**src/rtl/keypad_uart_pkg.sv**
```systemverilog
// keypad_uart_pkg: shared constants, state enums and key-map helper for the keypad UART link.
// Used by both the transmitter and receiver sides of the link.
package keypad_uart_pkg;

    localparam int         KP_CLK_HZ          = 27_000_000;
    localparam int         KP_BAUD            = 9600;
    localparam int         KP_DELAY_FRAMES    = KP_CLK_HZ / KP_BAUD;
    localparam int         KP_HALF_DELAY_WAIT = KP_DELAY_FRAMES / 2;
    localparam logic [7:0] KP_HEADER          = 8'h32;

    typedef enum logic [2:0] {S_IDLE, S_START, S_DATA, S_STOP, S_WAIT_HIGH} rx_state_e;
    typedef enum logic {P_HDR, P_KEY} parse_state_e;

    // Returns {valid, code}: '0'..'9' -> 0..9, 'A'..'D' -> A..D, '*' -> F, '#' -> E.
    function automatic logic [4:0] ascii_to_code(input logic [7:0] c);
        return (c >= 8'h30 && c <= 8'h39) ? {1'b1, c[3:0]} :
               (c >= 8'h41 && c <= 8'h44) ? {1'b1, c[3:0] + 4'd9} :
               (c == 8'h2A)               ? 5'h1F :
               (c == 8'h23)               ? 5'h1E : 5'h00;
    endfunction

endpackage

```
**src/rtl/uart_rx_byte.sv**
```systemverilog
// uart_rx_byte: 8N1 UART byte receiver with two-flop input synchronizer.
// Ports: clk, rst (sync, active-high); uart_rx_i async serial line (idle high);
//        rx_byte_o last good byte; rx_byte_valid_o / frame_err_o one-cycle strobes;
//        busy_o high whenever the FSM is not idle.
module uart_rx_byte
    import keypad_uart_pkg::*;
#(
    parameter int DELAY_FRAMES    = KP_DELAY_FRAMES,
    parameter int HALF_DELAY_WAIT = KP_HALF_DELAY_WAIT
) (
    input  logic       clk,
    input  logic       rst,
    input  logic       uart_rx_i,
    output logic [7:0] rx_byte_o,
    output logic       rx_byte_valid_o,
    output logic       frame_err_o,
    output logic       busy_o
);

    // Counter compares against N-1 so "counter+1 == N" costs no adder.
    localparam logic [11:0] FULL_LAST = 12'(DELAY_FRAMES - 1);
    localparam logic [11:0] HALF_LAST = 12'(HALF_DELAY_WAIT - 1);

    rx_state_e   state_q, state_d;
    logic [1:0]  sync_q;
    logic        rx_s;
    logic [11:0] cnt_q, cnt_d;
    logic [2:0]  bit_q, bit_d;
    logic [7:0]  shift_q, shift_d, byte_q, byte_d;
    logic        valid_q, valid_d, ferr_q, ferr_d;
    logic        half_hit, full_hit;

    assign rx_s     = sync_q[1];
    assign half_hit = cnt_q == HALF_LAST;
    assign full_hit = cnt_q == FULL_LAST;

    always_ff @(posedge clk) begin
        if (rst) begin
            sync_q  <= 2'b11;
            state_q <= S_IDLE;
            cnt_q   <= '0;
            bit_q   <= '0;
            shift_q <= '0;
            byte_q  <= '0;
            valid_q <= 1'b0;
            ferr_q  <= 1'b0;
        end else begin
            sync_q  <= {sync_q[0], uart_rx_i};
            state_q <= state_d;
            cnt_q   <= cnt_d;
            bit_q   <= bit_d;
            shift_q <= shift_d;
            byte_q  <= byte_d;
            valid_q <= valid_d;
            ferr_q  <= ferr_d;
        end
    end

    always_comb begin
        state_d = state_q;
        case (state_q)
            S_IDLE:      if (!rx_s) state_d = S_START;
            S_START:     if (half_hit) state_d = rx_s ? S_IDLE : S_DATA;
            S_DATA:      if (full_hit && bit_q == 3'd7) state_d = S_STOP;
            S_STOP:      if (full_hit) state_d = rx_s ? S_IDLE : S_WAIT_HIGH;
            S_WAIT_HIGH: if (rx_s) state_d = S_IDLE;
            default:     state_d = S_IDLE;
        endcase
    end

    always_comb begin
        cnt_d   = (state_q inside {S_START, S_DATA, S_STOP} &&
                   !(state_q == S_START ? half_hit : full_hit)) ? cnt_q + 12'd1 : 12'd0;
        bit_d   = state_q != S_DATA ? 3'd0 : full_hit ? bit_q + 3'd1 : bit_q;
        shift_d = shift_q;
        if (state_q == S_DATA && full_hit) shift_d[bit_q] = rx_s;
        valid_d = state_q == S_STOP && full_hit && rx_s;
        ferr_d  = state_q == S_STOP && full_hit && !rx_s;
        byte_d  = valid_d ? shift_q : byte_q;
    end

    assign rx_byte_o       = byte_q;
    assign rx_byte_valid_o = valid_q;
    assign frame_err_o     = ferr_q;
    assign busy_o          = state_q != S_IDLE;

endmodule

```
**src/rtl/uart_keypad_rx.sv**
```systemverilog
// uart_keypad_rx: keypad UART receiver; parses {HEADER, key-char} packets into 4-bit key codes.
// Ports: clk, rst (sync, active-high); uart_rx serial line; rx_byte/rx_byte_valid raw bytes;
//        code/code_valid decoded key; frame_err, proto_err one-cycle error strobes; busy.
module uart_keypad_rx
    import keypad_uart_pkg::*;
#(
    parameter int         CLK_HZ          = 27_000_000,
    parameter int         BAUD            = 9600,
    parameter int         DELAY_FRAMES    = CLK_HZ / BAUD,
    parameter int         HALF_DELAY_WAIT = DELAY_FRAMES / 2,
    parameter logic [7:0] HEADER          = KP_HEADER,
    parameter int         TIMEOUT_BITS    = 20
) (
    input  logic       clk,
    input  logic       rst,
    input  logic       uart_rx,
    output logic [7:0] rx_byte,
    output logic       rx_byte_valid,
    output logic [3:0] code,
    output logic       code_valid,
    output logic       frame_err,
    output logic       proto_err,
    output logic       busy
);

    localparam logic [15:0] TMO_LIMIT = 16'(TIMEOUT_BITS * DELAY_FRAMES);

    parse_state_e p_q, p_d;
    logic [15:0]  tmo_q, tmo_d;
    logic [3:0]   code_q, code_d;
    logic         cv_q, cv_d, pe_q, pe_d;
    logic [4:0]   key;
    logic         tmo_hit;

    uart_rx_byte #(
        .DELAY_FRAMES   (DELAY_FRAMES),
        .HALF_DELAY_WAIT(HALF_DELAY_WAIT)
    ) u_byte (
        .clk            (clk),
        .rst            (rst),
        .uart_rx_i      (uart_rx),
        .rx_byte_o      (rx_byte),
        .rx_byte_valid_o(rx_byte_valid),
        .frame_err_o    (frame_err),
        .busy_o         (busy)
    );

    assign key = ascii_to_code(rx_byte);
    // The timeout only advances while the line is idle, so it fires between bytes only.
    assign tmo_hit = p_q == P_KEY && !busy && tmo_q >= TMO_LIMIT;

    always_ff @(posedge clk) begin
        if (rst) begin
            p_q    <= P_HDR;
            tmo_q  <= '0;
            code_q <= '0;
            cv_q   <= 1'b0;
            pe_q   <= 1'b0;
        end else begin
            p_q    <= p_d;
            tmo_q  <= tmo_d;
            code_q <= code_d;
            cv_q   <= cv_d;
            pe_q   <= pe_d;
        end
    end

    always_comb begin
        p_d = p_q;
        if (rx_byte_valid) p_d = (p_q == P_HDR && rx_byte == HEADER) ? P_KEY : P_HDR;
        else if (frame_err || tmo_hit) p_d = P_HDR;
    end

    always_comb begin
        tmo_d  = p_q != P_KEY ? 16'd0 : (busy || &tmo_q) ? tmo_q : tmo_q + 16'd1;
        cv_d   = rx_byte_valid && p_q == P_KEY && key[4];
        code_d = cv_d ? key[3:0] : code_q;
        pe_d   = rx_byte_valid ? !(p_q == P_HDR ? rx_byte == HEADER : key[4]) : tmo_hit;
    end

    assign code       = code_q;
    assign code_valid = cv_q;
    assign proto_err  = pe_q;

endmodule

```
**config.mk**
```make
export PLATFORM = sky130hd
export DESIGN_NAME = uart_keypad_rx
export DESIGN_NICKNAME = d
export VERILOG_FILES = /design/src/rtl/keypad_uart_pkg.sv /design/src/rtl/uart_rx_byte.sv /design/src/rtl/uart_keypad_rx.sv
export SDC_FILE = /design/constraint.sdc
export NUM_CORES = 1
export LEC_CHECK = 0
export ABC_AREA = 1
export BUFFER_PORTS_ARGS = -buffer_cell sky130_fd_sc_hd__buf_2
export CAP_MARGIN = 20
export CORE_MARGIN = 8
export CORE_UTILIZATION = 45
export DETAILED_ROUTE_END_ITERATION = 10
export SLEW_MARGIN = 20
export SYNTH_ARGS = -nofsm -noshare
export SYNTH_HDL_FRONTEND = slang
export SYNTH_SLANG_ARGS = --single-unit
```
**constraint.sdc**
```tcl
create_clock -name clk -period 2.05 [get_ports clk]
set_input_delay 0.205 -clock clk [delete_from_list [all_inputs] [get_ports clk]]
set_output_delay 0.205 -clock clk [all_outputs]
set_load 0.02 [all_outputs]
```
==> impl_metrics.json, run 1 <==
{
  "fin_crit_ns": 1.79,
  "dp_hpwl_microns": 5130,
  "final_common_cell": "nand2_1",
  "drc": 0,
  "maxCapViolCount": 0,
  "worst_slack_ns": 0.255,
  "ys_types": 36,
  "p_sw_frac": 0.229,
  "fin_cells": 591,
  "hp-start": "uart_rx",
  "tns_ns": 0,
  "fillers": 721,
  "die_x_microns": 101,
  "finalSetupViolCount": 0,
  "intPower_mw": 1.65,
  "timing.rr.start": "u_byte.rx_byte_o[0]$_SDFFE_PP0P_",
  "multi_input_area_sq_mm": 0.00181,
  "via_count": 2901,
  "skew_ns": 0.00909,
  "leakage_nw": 1.39,
  "arrival_ns": 2.02,
  "min_path_cells": 2,
  "htree_num_levels": 3,
  "start_util": 0.456,
  "cts.clk_slew.worst_paths_ns": 0.06,
  "cts_resized": 0,
  "ctsHoldBuffers": 0,
  "synthCells": 466,
  "hp-class": "input pin to flip-flop",
  "final_area_sq_mm": 0.00360,
  "grt_first_pass_wirelength_microns": 12600,
  "cp_common_cell": "nand2_1",
  "wirelength_microns": 6930,
  "peakVddDrop_mv": 0.341,
  "cts_root_buf": "clkbuf_8",
  "dr.pass1.iters": 4,
  "worst-r2r-cell-count": 10,
  "final_cell_mix": "nand2_1, nor2_1, dfxtp_1",
  "synth_edf_count": 0,
  "ys_seq_elements": 61,
  "synth_area_sq_mm": 0.00325,
  "yosys_warnings": 0,
  "critPathMaxFanout": 8,
  "viasPerCell": 4.91,
  "crit_slowest_cell": "dfxtp_1",
  "crit_path_end_kind": "flip-flop",
  "path_class": "flip-flop to flip-flop",
  "synth_area_per_cell_sq_um": 6.98,
  "r2r-end": "code[2]$_SDFFE_PP0P_",
  "max_freq_mhz": 557,
  "cts_buffer_depth": 2,
  "first_global_vias": 2896,
  "post-place-ws_ns": 0.273,
  "io_buffer_count": 19,
  "cts_setup_buffers": 0,
  "gp_congestion": 0.870,
  "ys_async_sr_fraction": 0,
  "drtIter0Drc": 83,
  "synth_nets": 480,
  "finalHoldViolCount": 0,
  "die-height_microns": 101,
  "gr-usage-all-layers": 0.152,
  "overflow": 0,
  "tightestPinTransition_ns": 0.568,
  "seq_area_sq_mm": 0.00122,
  "power_frac_clock": 0.410,
  "min_to": "u_byte.sync_q[0]$_SDFF_PP1_",
  "grt_max_degree": 21,
  "core-area_sq_mm": 0.00714,
  "final.period_utilization": 0.875,
  "pwr-share-comb": 0.032,
  "ys_seq_area_frac": 0.375,
  "rsz0062_at_grt": "no",
  "rrSetupSlack_ns": 0.26,
  "cts_buffers": 9,
  "boundaryPins": 20,
  "worst_skew_pair.late_latency_ns": 0.33,
  "nNetsFinal": 504,
  "power.density_mw_per_mm2": 596,
  "slew_viol_final": 0,
  "place_area_sq_mm": 0.00344,
  "cts_tree": "yes",
  "rows": 31,
  "critPathRequiredTime_ns": 2.28,
  "max_slew_margin": 0.621,
  "antenna_cells": 0,
  "ant_nets": 0,
  "area_growth_syn_to_layout_pct": 10.5,
  "seq_power_share": 0.558,
  "synth_flop_cell": "dfxtp_1",
  "critPathMaxStageDelay_ns": 0.45,
  "drive_gt1_frac": 0.150,
  "placedCellCount": 578,
  "grt_antenna_before_repair": 0,
  "cts_num_sinks": 61,
  "outcome": "completed",
  "dieArea_sq_mm": 0.0102,
  "cp-start-kind": "flip-flop",
  "cp_cell_sequence": "inv_1, ha_1, o21ai_1, nand2_1, nand2_1, nand3_1, nand2_2, nand2_1, nand2_1, nor2_1",
  "wire_per_inst_microns": 11.7,
  "p_switching_mw": 0.490
}
## routing by layer
layer | track usage | vias up | part of all wire
met2 | 0.251 | 36 | 0.46
met4 | 0.0653 | 0 | 0.017
met5 | 0 | - | 0
met1 | 0.183 | 1305 | 0.50
met3 | 0.0366 | 8 | 0.029
li1 | - | 1552 | -
## worst max-delay path, delay by kind of cell, from the launching register on
kind                       cells  cell delay (ns)
and+or+nand+nor                7             0.68
DFF                            1             0.45
adders and majority gates      1             0.25
AOI/OAI and AO/OA              1             0.16
buffers and inverters          1             0.15
## sequential cells by signal (all words and copies together) (netlist names)
register                cells
code                        4
code_valid                  1
p_q                         1
proto_err                   1
tmo_q                      16
u_byte.bit_q                3
u_byte.cnt_q               12
u_byte.frame_err_o          1
u_byte.rx_byte_o            8
u_byte.rx_byte_valid_o      1
u_byte.shift_q              8
u_byte.state_q              3
u_byte.sync_q               2
## per-stage QoR
step                total power [mW]  utilization  hold slack (ns)
CTS                             2.18        0.504           0.0282
detailed placement              1.29        0.482            0.391
global placement                1.29        0.482            0.388
floorplan                       1.28            -            0.309
finish                          2.14        0.504           0.0469
global route                    2.24        0.504           0.0456
## worst max path at each step
stage,from,end,slack [ns],cells past startpoint
6_report,u_byte.rx_byte_o[0]$_SDFFE_PP0P_,code[2]$_SDFFE_PP0P_,0.26,10
5_1_grt,u_byte.rx_byte_o[0]$_SDFFE_PP0P_,code[0]$_SDFFE_PP0P_,0.08,11
4_1_cts,u_byte.rx_byte_o[0]$_SDFFE_PP0P_,code[0]$_SDFFE_PP0P_,0.26,11
3_5_place_dp,u_byte.rx_byte_o[0]$_SDFFE_PP0P_,code[0]$_SDFFE_PP0P_,0.27,11
3_3_place_gp,u_byte.rx_byte_o[0]$_SDFFE_PP0P_,code[0]$_SDFFE_PP0P_,0.26,11
2_1_floorplan,u_byte.rx_byte_o[0]$_SDFFE_PP0P_,code[0]$_SDFFE_PP0P_,0.35,10
## cell families (layout without fill, tap and decap cells)
group	count (synthesis)	in the layout	share of synthesized area
AOI/OAI and AO/OA	62	62	0.109
xor gates and xnor gates	11	11	0.0296
adders and majority gates	11	11	0.0423
buffers and inverters	56	82	0.0700
DFF	61	61	0.375
and+or+nand+nor	265	265	0.374
## cell usage after synthesis, types with 2 or more instances
library cell	number	area share
buf_6	2	0.0069
o21ai_0	23	0.035
nand4_1	8	0.015
nand2_2	6	0.012
clkbuf_1	4	0.0046
a21oi_2	7	0.019
nor2_2	4	0.0077
inv_2	6	0.0069
nor3_2	2	0.0062
nor3_1	15	0.023
nand2_1	97	0.11
a21oi_1	24	0.037
nor2_1	82	0.095
xor2_1	6	0.016
o21ai_1	5	0.0077
or2_2	5	0.0096
nor3_4	2	0.010
ha_1	11	0.042
nand3_1	35	0.054
dfxtp_1	61	0.38
nand3b_1	2	0.0046
xnor2_1	5	0.013
inv_1	41	0.047
## power by group through the flow
stage	clock, mW	sequential (mW)	combinational [mW]
after global placement	0	1.22	0.0689
after CTS	0.913	1.19	0.0701
final	0.879	1.19	0.0689
after global routing	0.965	1.19	0.0765
after detailed placement	0	1.22	0.0700
after floorplan	0	1.22	0.0546
## cell type report
| class | count | share of cell area |
|---|---|---|
| clock inverters | 3 | 0.00418 |
| repair buffers | 21 | 0.0306 |
| multi-input cells | 349 | 0.502 |
| inverters | 48 | 0.0505 |
| flip-flops and latches | 61 | 0.340 |
| clock buffers | 10 | 0.0383 |
| well taps | 99 | 0.0344 |
Power figures use the tool's default switching activity.
==> run 2, diff against run 1 <==
--- a/config.mk
+++ b/config.mk
@@ -9,8 +9,9 @@
 export BUFFER_PORTS_ARGS = -buffer_cell sky130_fd_sc_hd__buf_2
 export CAP_MARGIN = 20
 export CORE_MARGIN = 8
-export CORE_UTILIZATION = 45
+export CORE_UTILIZATION = 60
 export DETAILED_ROUTE_END_ITERATION = 10
+export PLACE_DENSITY = 0.79
 export SLEW_MARGIN = 20
 export SYNTH_ARGS = -nofsm -noshare
 export SYNTH_HDL_FRONTEND = slang
==> run 2 against run 1 <==
- critical path depth did not move
- final area rose by 1.4%
- hold slack improved by 0.0056 ns
- largest cell class unchanged
- non-clock buffer count did not move
==> impl_metrics.json, run 2 (same netlist as run 1, synthesis figures left out) <==
{
  "ant_nets": 0,
  "ctsHoldBuffers": 0,
  "fillers": 461,
  "io_buffer_count": 19,
  "top_register": "tmo_q",
  "worst-r2r-cell-count": 10,
  "critPathMaxFanout": 8,
  "r2r-end": "code[0]$_SDFFE_PP0P_",
  "intPower_mw": 2.02,
  "final_area_sq_mm": 0.00365,
  "p_sw_frac": 0.207,
  "p_switching_mw": 0.525,
  "cts_buffers": 9,
  "dieArea_sq_mm": 0.00803,
  "max_slew_margin": 0.624,
  "via_count": 2981,
  "leakage_nw": 1.42,
  "cts_setup_buffers": 0,
  "rows": 27,
  "tns_ns": 0,
  "power.density_mw_per_mm2": 697,
  "area_growth_syn_to_layout_pct": 12.1,
  "peakVddDrop_mv": 0.557,
  "dp_hpwl_microns": 4940,
  "gr-usage-all-layers": 0.191,
  "boundaryPins": 20,
  "cts_resized": 0,
  "htree_num_levels": 3,
  "slew_viol_final": 0,
  "first_global_vias": 2826,
  "cts_tree": "yes",
  "crit_path_end_kind": "flip-flop",
  "overflow": 0,
  "final_cell_mix": "nand2_1, nor2_1, dfxtp_1",
  "grt_max_degree": 21,
  "top_regs": "tmo_q (16), u_byte.cnt_q (12)",
  "timing.rr.start": "u_byte.rx_byte_o[0]$_SDFFE_PP0P_",
  "fin_worst_hold_slack_ns": 0.0525,
  "core-area_sq_mm": 0.00537,
  "power_mw": 2.54,
  "final_common_cell": "nand2_1",
  "skew_ns": 0.00698,
  "wirelength_microns": 6890,
  "seq_power_share": 0.470,
  "cts_buffer_depth": 2,
  "finalSetupViolCount": 0,
  "min_path_cells": 2,
  "tightestPinTransition_ns": 0.563,
  "cts_num_sinks": 61,
  "place_area_sq_mm": 0.00341,
  "grt_antenna_before_repair": 0,
  "worst_skew_pair.late_latency_ns": 0.34,
  "grt_first_pass_wirelength_microns": 12200,
  "arrival_ns": 1.98,
  "drtIter0Drc": 147,
  "max_freq_mhz": 570,
  "die_x_microns": 89.6,
  "rrSetupSlack_ns": 0.30,
  "dr.pass1.iters": 5,
  "viasPerCell": 5.26,
  "largest_reg_flops": 16,
  "path_class": "flip-flop to flip-flop",
  "start_util": 0.606,
  "wire_per_inst_microns": 12.1,
  "gp_congestion": 0.892,
  "fin_crit_ns": 1.75,
  "antenna_cells": 0,
  "power_frac_clock": 0.502,
  "maxCapViolCount": 0,
  "final_util": 0.679,
  "drive_gt1_frac": 0.152,
  "nNetsFinal": 504,
  "drc": 0,
  "cts_root_buf": "clkbuf_8",
  "hp-start": "uart_rx",
  "critPathRequiredTime_ns": 2.28,
  "outcome": "completed",
  "cp-start-kind": "flip-flop",
  "min_to": "u_byte.sync_q[0]$_SDFF_PP1_",
  "pwr-share-comb": 0.028,
  "rsz0062_at_grt": "no",
  "cts.clk_slew.worst_paths_ns": 0.07,
  "final.period_utilization": 0.856,
  "die-height_microns": 89.6,
  "hp-class": "input pin to flip-flop",
  "finalHoldViolCount": 0
}
-- run 2: area by class of cell --
cell class	instances	area, sq um	share of cell area
Clock buffer	10	128	0.0350
Clock inverter	6	111	0.0305
Inverter	48	181	0.0498
Multi-Input combinational cell	349	1800	0.495
Sequential cell	61	1220	0.335
Tap cell	72	90.1	0.0247
Timing Repair Buffer	21	110	0.0302
-- run 2: worst max path at each step --
stage                     slack, ns                        startpoint                      to
after global placement         0.39             tmo_q[1]$_SDFFE_PP0N_  tmo_q[14]$_SDFFE_PP0N_
after floorplan                0.35  u_byte.rx_byte_o[0]$_SDFFE_PP0P_    code[0]$_SDFFE_PP0P_
after global routing          0.002  u_byte.rx_byte_o[0]$_SDFFE_PP0P_    code[2]$_SDFFE_PP0P_
after CTS                      0.29  u_byte.rx_byte_o[0]$_SDFFE_PP0P_    code[0]$_SDFFE_PP0P_
after detailed placement       0.32  u_byte.rx_byte_o[0]$_SDFFE_PP0P_    code[0]$_SDFFE_PP0P_
final                          0.30  u_byte.rx_byte_o[0]$_SDFFE_PP0P_    code[0]$_SDFFE_PP0P_
-- run 2: power groups by stage --
stage                     Clock [mW]  Sequential (mW)  Combinational, mW
after floorplan                    0             1.22             0.0546
after global placement             0             1.22             0.0685
after detailed placement           0             1.22             0.0698
after CTS                       1.30             1.19             0.0702
after global routing            1.35             1.19             0.0773
final                           1.28             1.19             0.0701
-- run 2: critical path, cell delays in order (launching register included) --
cell and delay, ns:
dfxtp_1 0.43, inv_1 0.14, ha_1 0.23, o21ai_1 0.16, nand2_1 0.07, nand2_1 0.10, nand3_1 0.15, nand2_2 0.17
nand2_1 0.08, nand2_1 0.06, nor2_1 0.05
-- run 2: stage by stage --
stage               cells  worst slack (ns)
floorplan             466             0.353
global placement      551             0.386
detailed placement    551             0.318
CTS                   567             0.286
global route          567           0.00229
finish                567             0.296
-- run 2: routing by layer --
metal | wire, microns | global-route usage | up-vias
li1 | - | - | 1554
met1 | 3110 | 0.230 | 1326
met2 | 3240 | 0.322 | 90
met3 | 456 | 0.0473 | 11
met4 | 87 | 0.0665 | 0
met5 | 0 | 0 | -
